### config.mk
export PLATFORM = sky130hd
export DESIGN_NAME = seq_tx_101
export DESIGN_NICKNAME = d
export VERILOG_FILES = /design/src/rtl/seq_tx_101.sv
export SDC_FILE = /design/constraint.sdc
export NUM_CORES = 1
export LEC_CHECK = 0
export ABC_AREA = 0
export BUFFER_PORTS_ARGS = -buffer_cell sky130_fd_sc_hd__buf_2
export CORE_MARGIN = 2
export CORE_UTILIZATION = 30
export CTS_CLUSTER_SIZE = 24
export DETAILED_ROUTE_END_ITERATION = 10
export SLEW_MARGIN = 10
export SYNTH_ARGS = -nofsm -noshare
export SYNTH_HDL_FRONTEND = slang
export SYNTH_SLANG_ARGS = --single-unit
### constraint.sdc
create_clock -name clk -period 2 [get_ports clk]
set_input_delay 0 -clock clk [delete_from_list [all_inputs] [get_ports clk]]
set_output_delay 0 -clock clk [all_outputs]
set_load 0.05 [all_outputs]
### src/rtl/seq_tx_101.sv
// seq_tx_101: serial frame transmitter sending a "101" preamble, a zero-stuffed MSB-first payload and zero guard bits.
module seq_tx_101 #(
    parameter int DATA_W   = 8,
    parameter int GAP_BITS = 2
) (
    input  logic              clk,
    input  logic              reset_n,
    input  logic [DATA_W-1:0] data_in,
    input  logic              data_valid,
    output logic              data_ready,
    output logic              seq_out,
    output logic              busy,
    output logic              frame_done,
    output logic [2:0]        crnt_state
);
    localparam int BW = $clog2(DATA_W + 1);
    localparam int GW = $clog2(GAP_BITS + 1);
    typedef enum logic [2:0] {
        IDLE  = 3'b000,
        PRE1  = 3'b001,
        PRE0  = 3'b010,
        PRE2  = 3'b011,
        DATA  = 3'b100,
        STUFF = 3'b101,
        GAP   = 3'b110
    } state_t;
    state_t            state_q, state_d;
    logic [DATA_W-1:0] shift_q, shift_d;
    logic [BW-1:0]     bit_cnt_q, bit_cnt_d;
    logic [GW-1:0]     gap_cnt_q, gap_cnt_d;
    logic [1:0]        hist_q, hist_d;
    logic              accept;
    assign frame_done = state_q == GAP && gap_cnt_q == GW'(1);
    assign data_ready = state_q == IDLE || frame_done;
    assign accept     = data_valid && data_ready;
    assign busy       = state_q != IDLE;
    assign crnt_state = state_q;
    assign seq_out    = (state_q == PRE1 || state_q == PRE2) ? 1'b1 :
                        (state_q == DATA) ? shift_q[DATA_W-1] : 1'b0;
    always_comb begin
        state_d   = state_q;
        shift_d   = shift_q;
        bit_cnt_d = bit_cnt_q;
        gap_cnt_d = gap_cnt_q;
        hist_d    = hist_q;
        case (state_q)
            IDLE:  state_d = IDLE;
            PRE1:  state_d = PRE0;
            PRE0:  state_d = PRE2;
            PRE2: begin
                hist_d  = 2'b01;
                state_d = DATA;
            end
            DATA: begin
                hist_d    = {hist_q[0], shift_q[DATA_W-1]};
                shift_d   = shift_q << 1;
                bit_cnt_d = bit_cnt_q - BW'(1);
                // the last payload bit never needs a stuff: the guard zeros follow anyway
                if (bit_cnt_q == BW'(1)) begin
                    state_d   = GAP;
                    gap_cnt_d = GW'(GAP_BITS);
                end else begin
                    state_d = (hist_d == 2'b10) ? STUFF : DATA;
                end
            end
            STUFF: begin
                hist_d  = 2'b00;
                state_d = DATA;
            end
            GAP: begin
                gap_cnt_d = gap_cnt_q - GW'(1);
                state_d   = frame_done ? IDLE : GAP;
            end
            default: state_d = IDLE;
        endcase
        if (accept) begin
            state_d   = PRE1;
            shift_d   = data_in;
            bit_cnt_d = BW'(DATA_W);
        end
    end
    always_ff @(posedge clk or negedge reset_n) begin
        if (!reset_n) begin
            state_q   <= IDLE;
            shift_q   <= '0;
            bit_cnt_q <= '0;
            gap_cnt_q <= '0;
            hist_q    <= 2'b00;
        end else begin
            state_q   <= state_d;
            shift_q   <= shift_d;
            bit_cnt_q <= bit_cnt_d;
            gap_cnt_q <= gap_cnt_d;
            hist_q    <= hist_d;
        end
    end
endmodule

==> summary.txt, run 1 <==
Critical path
  • Worst EP arrival: 2010 ps
  • R2R Path End: shift_q[7]
  • Critical path required time: 2200 ps
  • Reg2reg setup slack: 190 ps
  • Setup crit end: shift_q[7]
  • Crit path launch: gap_cnt_q[1]
  • R2R depth: 5
  • CP Launch Type: flop
  • Crit path kind: reg -> reg
  • CP max FO: 12
  • Crit end category: flop
  • R2r startpoint: gap_cnt_q[1]

Die
  • Die ar.: 3850 µm²
  • Die Height: 62.1 µm
  • Initial core utilization: a little under a third
  • Die X: 62.1 µm
  • Core area: about 3300 µm²
  • IO Count: 18
  • FP Rows: 21

Synthesis
  • Async set-or-reset flop fraction in the synthesized netlist: 100%
  • EDFF count, synth: 0
  • Top_reg_cell synth: dfrtp_1
  • Sequential area share after synthesis: 44.6%
  • Post-Synthesis Cells: 88
  • Synth Register Bits: 18
  • Average size of a mapped cell: 11.5 µm²
  • Distinct cells, synth: 34
  • Synthesized area: 1010 µm²
  • Synth warn: 0
  • Syn nets: 102

CTS
  • Clock Sinks: 18
  • Worst-skew pair later-pin latency: around 300 ps
  • CTS tree: built
  • # Post-CTS Setup Buffers: 0
  • Max clock buf depth: 2
  • CTS resizes: 0
  • Root buffer cell: clkbuf_4
  • Clock transition at the registers of the reported paths: 110 ps
  • Clock buffer count from CTS: 3
  • H-tree levels: 1

Timing
  • RSZ-0062 raised after global routing: false
  • Peak Freq: 553 MHz
  • Final setup vio count: 0
  • Worst hold slack: between 100 and 150 ps
  • Final hold violations: 0
  • Worst Max-Slew Pin Slew: 460 ps
  • Clock Skews: 2.15 ps
  • Setup TNS: 0 ps
  • Worst rel slew slack: 69.2%
  • Fin crit share: about nine tenths
  • Slew Limit Fails: 0
  • Min cycle time layout: approximately 1800 ps

Layout
  • N_diodes: 0
  • Layout cells sized above 1: 36.2%
  • Core Util, Final: 38.7%
  • Number of fill cells: between 300 and 400
  • Area growth, synth to finish: 25.9%
  • # nets final: approximately 130

Job
  • Max-Cap Viols: 0

Placed design
  • GPL Wtd Cong: around 0.8
  • Buffers on Ports: 17
  • Detailed Place HPWL: between 1000 and 1500 µm

Hold path
  • Worst Hold Class: in -> async

Detailed routing
  • WL final: 2000 µm
  • DRT Pass-1 Iters: 2
  • Vias: 740
  • Final ANT Viol Nets: 0
  • DRC viols: 0
  • Iter 0 DRT Violations: 30
  • Wirelength per Cell: between 10 and 15 µm
  • Vias/cell: 4.57

Status
  • Run status: finished clean

Global route
  • Total track usage: about an eighth
  • Remaining global-route overflow: 0
  • Antenna violations before repair: 0
  • First-pass GRT wire length: 3280 µm
  • Vias in the first global route: approximately 700
  • Largest net degree at the start of global routing: 19

Power
  • Max IR drop VDD: 404 µV
  • Power per cell area: roughly 1700 nW/µm²
  • Total power: 2.12 mW
  • Leak: 0.614 nW
power breakdown:
| group | internal (mW) | switching [mW] | total (mW) |
|---|---|---|---|
| Sequential | 0.545 | 0.161 | 0.706 |
| Clock | 0.111 | 0.121 | 0.232 |
| Combinational | 0.566 | 0.612 | 1.18 |
| Total | 1.22 | 0.895 | 2.12 |
layout make-up:
| cell class | count | area [µm²] | share of cell area [%] |
|---|---|---|---|
| Clock buffer | 4 | 36.3 | 2.85 |
| Inverter | 4 | 15.0 | 1.18 |
| Multi-Input combinational cell | 61 | 515 | 40.5 |
| Sequential cell | 18 | 450 | 35.4 |
| Tap cell | 46 | 57.6 | 4.52 |
| Timing Repair Buffer | 29 | 198 | 15.5 |
registers in the layout, summed over array words and instances, names as in the netlist:
signal,cells
bit_cnt_q,4
gap_cnt_q,2
crnt_state,3
shift_q,8
hist_q,1
worst max-delay path: stages (launching register included):
cell      delay [ps]
dfrtp_1          390
inv_1             50
ha_1             180
a21boi_0         120
or4b_4           630
mux2_4           340
what timing repair did:
action / in CTS / in global routing
hold endpoints to repair: 26 / 0
endpoints found under the setup margin: 0 / 0
hold buffers: 9 / 0
placed cells by master, fill, tap and decap left out, types with 3 or more instances in the layout:
cell / instances
mux2_2: 9
clkbuf_4: 3
buf_2: 17
inv_1: 4
nand2_1: 6
mux2_4: 5
buf_4: 3
dlygate4sd3_1: 9
dfrtp_1: 18
o21ai_0: 3
ha_1: 3
a21oi_1: 4
cell usage after synthesis (all sizes together), types with 2 or more instances:
cell type	n	area (µm²)
a21boi	2	15.0
a21oi	4	20.0
and2b	2	15.0
and3	2	12.5
buf	4	28.8
dfrtp	18	450
ha	3	37.5
inv	4	15.0
mux2	14	176
mux2i	2	20.0
nand2	6	22.5
nand2b	3	18.8
nor2b	2	12.5
nor3b	3	27.5
o21a	2	15.0
o21ai	3	15.0
kinds of logic (layout without fill, tap and decap cells):
kind of cell | after synthesis | in the layout | synth area share, %
muxes | 16 | 16 | 19.4
adders and majority gates | 3 | 3 | 3.71
buffers and inverters | 9 | 37 | 4.70
AOI/OAI and AO/OA | 16 | 16 | 10.8
DFF | 18 | 18 | 44.6
xor gates and xnor gates | 1 | 1 | 0.866
and+or+nand+nor | 25 | 25 | 16.0
per-stage QoR:
step	instance area (µm²)	std cells	setup WS, ps
2_1_floorplan	1010	88	13.4
4_1_cts	1270	162	181
6_report	1270	162	192
3_5_place_dp	1150	149	195
3_3_place_gp	1150	149	228
5_1_grt	1270	162	66.7
metal layers:
metal / part of all wire (%) / global-route usage [%] / up-vias
met2: 49 / 20.1 / 14
li1: - / - / 365
met5: 0 / 0 / -
met3: 2.4 / 1.24 / 5
met1: 46 / 15.1 / 356
met4: 2.3 / 5.47 / 0
worst min-delay path by stage:
stage / start / end / slack, ps / cells after the start
after floorplan: reset_n / bit_cnt_q[0] / -300 / 0
after global routing: reset_n / crnt_state[1] / 190 / 2
final: reset_n / shift_q[7] / 140 / 2
after global placement: reset_n / hist_q[0] / -50 / 1
after CTS: data_valid / crnt_state[0] / 140 / 4
after detailed placement: reset_n / shift_q[7] / -40 / 1
Power figures use the tool's default switching activity.
==> run 2, diff against run 1 <==
Settings changed: RECOVER_POWER set to 50.
==> run 2 against run 1 <==
Effect of this change:
- via count stayed put
- maximum frequency hardly changed
- clock-buffer cell count stayed put
- die area stayed put
- register-to-register slack hardly changed
- critical path depth stayed put
- sequential power hardly changed
- clock power hardly changed
- cell area is 0.29% lower
- combinational power hardly changed
- worst setup slack hardly changed
- hold slack better by 6.4 ps
- critical endpoint unchanged
- largest power group unchanged
==> summary.txt, run 2 (synthesis gave the netlist of run 1 again) <==
Status
  • Run status: finished clean

Critical path
  • CP max FO: 12
  • Crit end category: flop
  • Worst path slowest cell: or4b_4
  • R2R Path End: shift_q[7]
  • R2R depth: 5
  • Largest delay share family, worst path: simple AND/OR/NAND/NOR gates
  • Worst EP arrival: 2010 ps
  • R2r startpoint: gap_cnt_q[1]
  • Critical path required time: around 2200 ps
  • CP peak stage delay: 630 ps
  • Reg2reg setup slack: between 150 and 200 ps
  • Worst-path cell chain: inv_1 -> ha_1 -> a21boi_0 -> or4b_4 -> mux2_4
  • Crit path kind: reg -> reg
  • WP buf/inv: 1
  • CP Launch Type: flop

Timing
  • Final hold violations: 0
  • Worst rel slew slack: around a third
  • Fin crit share: 90.4%
  • Slew Limit Fails: 0
  • Final setup vio count: 0
  • Peak Freq: ~550 MHz
  • RSZ-0062 raised after global routing: false
  • Clock Skews: 2.15 ps
  • Worst Max-Slew Pin Slew: 974 ps
  • Setup TNS: 0 ps
  • Min cycle time layout: about 1800 ps

Die
  • Die Height: 62.1 µm
  • FP Rows: 21
  • Initial core utilization: 30.8%
  • Die ar.: 3850 µm²
  • IO Count: 18
  • Core area: 3280 µm²
  • Die X: 62.1 µm

Detailed routing
  • WL final: 2010 µm
  • Vias: 740
  • Iter 0 DRT Violations: 30
  • Final ANT Viol Nets: 0
  • DRT Pass-1 Iters: 2
  • Vias/cell: 4.57
  • Wirelength per Cell: roughly 12 µm
  • DRC viols: 0

CTS
  • CTS resizes: 0
  • # Post-CTS Setup Buffers: 0
  • H-tree levels: 1
  • CTS tree: built
  • Root buffer cell: clkbuf_4
  • Max clock buf depth: 2
  • Worst-skew pair later-pin latency: around 300 ps
  • Clock Sinks: 18
  • Clock transition at the registers of the reported paths: 110 ps
  • Clock buffer count from CTS: 3
  • CTS Hold Buffers Added: 9

Layout
  • Number of flip-flops in the largest register: 8
  • # nets final: 131
  • Core Util, Final: between 30% and 40%
  • Leading cell types in the layout, fill and taps excluded: dfrtp_1 (18), buf_2 (14), mux2_2 (9), dlygate4sd3_1 (9), nand2_1 (6)
  • Number of fill cells: 331
  • Final Instance Area: about 1300 µm²
  • Non-filler cells, final: between 150 and 200
  • Largest register by flop count: shift_q
  • Layout cells sized above 1: 33.6%
  • N_diodes: 0
  • Area growth, synth to finish: 25.5%
  • Most common cell after layout, fill and taps aside: dfrtp_1

Global route
  • Vias in the first global route: 720
  • Total track usage: 11.9%
  • First-pass GRT wire length: 3280 µm
  • Antenna violations before repair: 0
  • Largest net degree at the start of global routing: 19
  • Remaining global-route overflow: 0

Job
  • Max-Cap Viols: 0

Hold path
  • Worst Hold Class: in -> reg
  • Hold endpoint: crnt_state[0]
  • Hold path depth: 4
  • Hold path start: data_valid

Placed design
  • GPL Wtd Cong: 0.784
  • Area post-placement: 1150 µm²
  • Detailed Place HPWL: 1390 µm
  • Buffers on Ports: 17
  • Placed insts: 149

Power
  • Max IR drop VDD: approximately 400 µV
  • Power per cell area: ~1700 nW/µm²
  • Leak: 0.605 nW
==> run 2: cell types whose count changed in the layout (fill, tap and decap cells not counted), sizes merged <==
cell / change
clkbuf: +3
buf: -3
==> run 2: report_power, final <==
part	switching, mW	leakage (nW)	internal, mW
logic	0.612	0.368	0.561
clock network	0.121	0.0210	0.111
registers	0.162	0.216	0.545
==> run 2: cell type report <==
class                           instances  area (µm²)  share of cell area (%)
Timing Repair Buffer                   29         194                    15.3
Inverter                                4        15.0                    1.18
Tap cell                               46        57.6                    4.54
Sequential cell                        18         450                    35.5
Clock buffer                            4        36.3                    2.86
Multi-Input combinational cell         61         515                    40.6
==> run 2: worst min-delay path, stage by stage <==
cell and delay, ps:
buf_2 110, and2b_1 120, a21oi_1 40, a21oi_1 150
==> run 2: per-stage QoR <==
stage | setup slack (ps) | hold WS [ps] | power (mW)
2_1_floorplan | 13.4 | -296 | 1.65
3_3_place_gp | 228 | -46.6 | 1.83
3_5_place_dp | 195 | -36.2 | 1.88
4_1_cts | 181 | 135 | 2.12
5_1_grt | 66.4 | 201 | 2.29
6_report | 192 | 147 | 2.11
==> run 2: worst max-delay path by stage <==
stage,startpoint,to,slack [ps],cells past startpoint
after floorplan,crnt_state[0],shift_q[1],10,5
after global placement,gap_cnt_q[1],shift_q[6],230,5
after detailed placement,gap_cnt_q[1],shift_q[5],190,5
after CTS,gap_cnt_q[1],shift_q[6],180,5
after global routing,gap_cnt_q[1],shift_q[7],70,5
final,gap_cnt_q[1],shift_q[7],190,5
==> run 2: routing by layer <==
metal	GRT usage (%)	share of wire (%)
met5	0	0
met4	5.47	2.3
met3	1.24	2.5
met2	20.1	49
met1	15.1	46
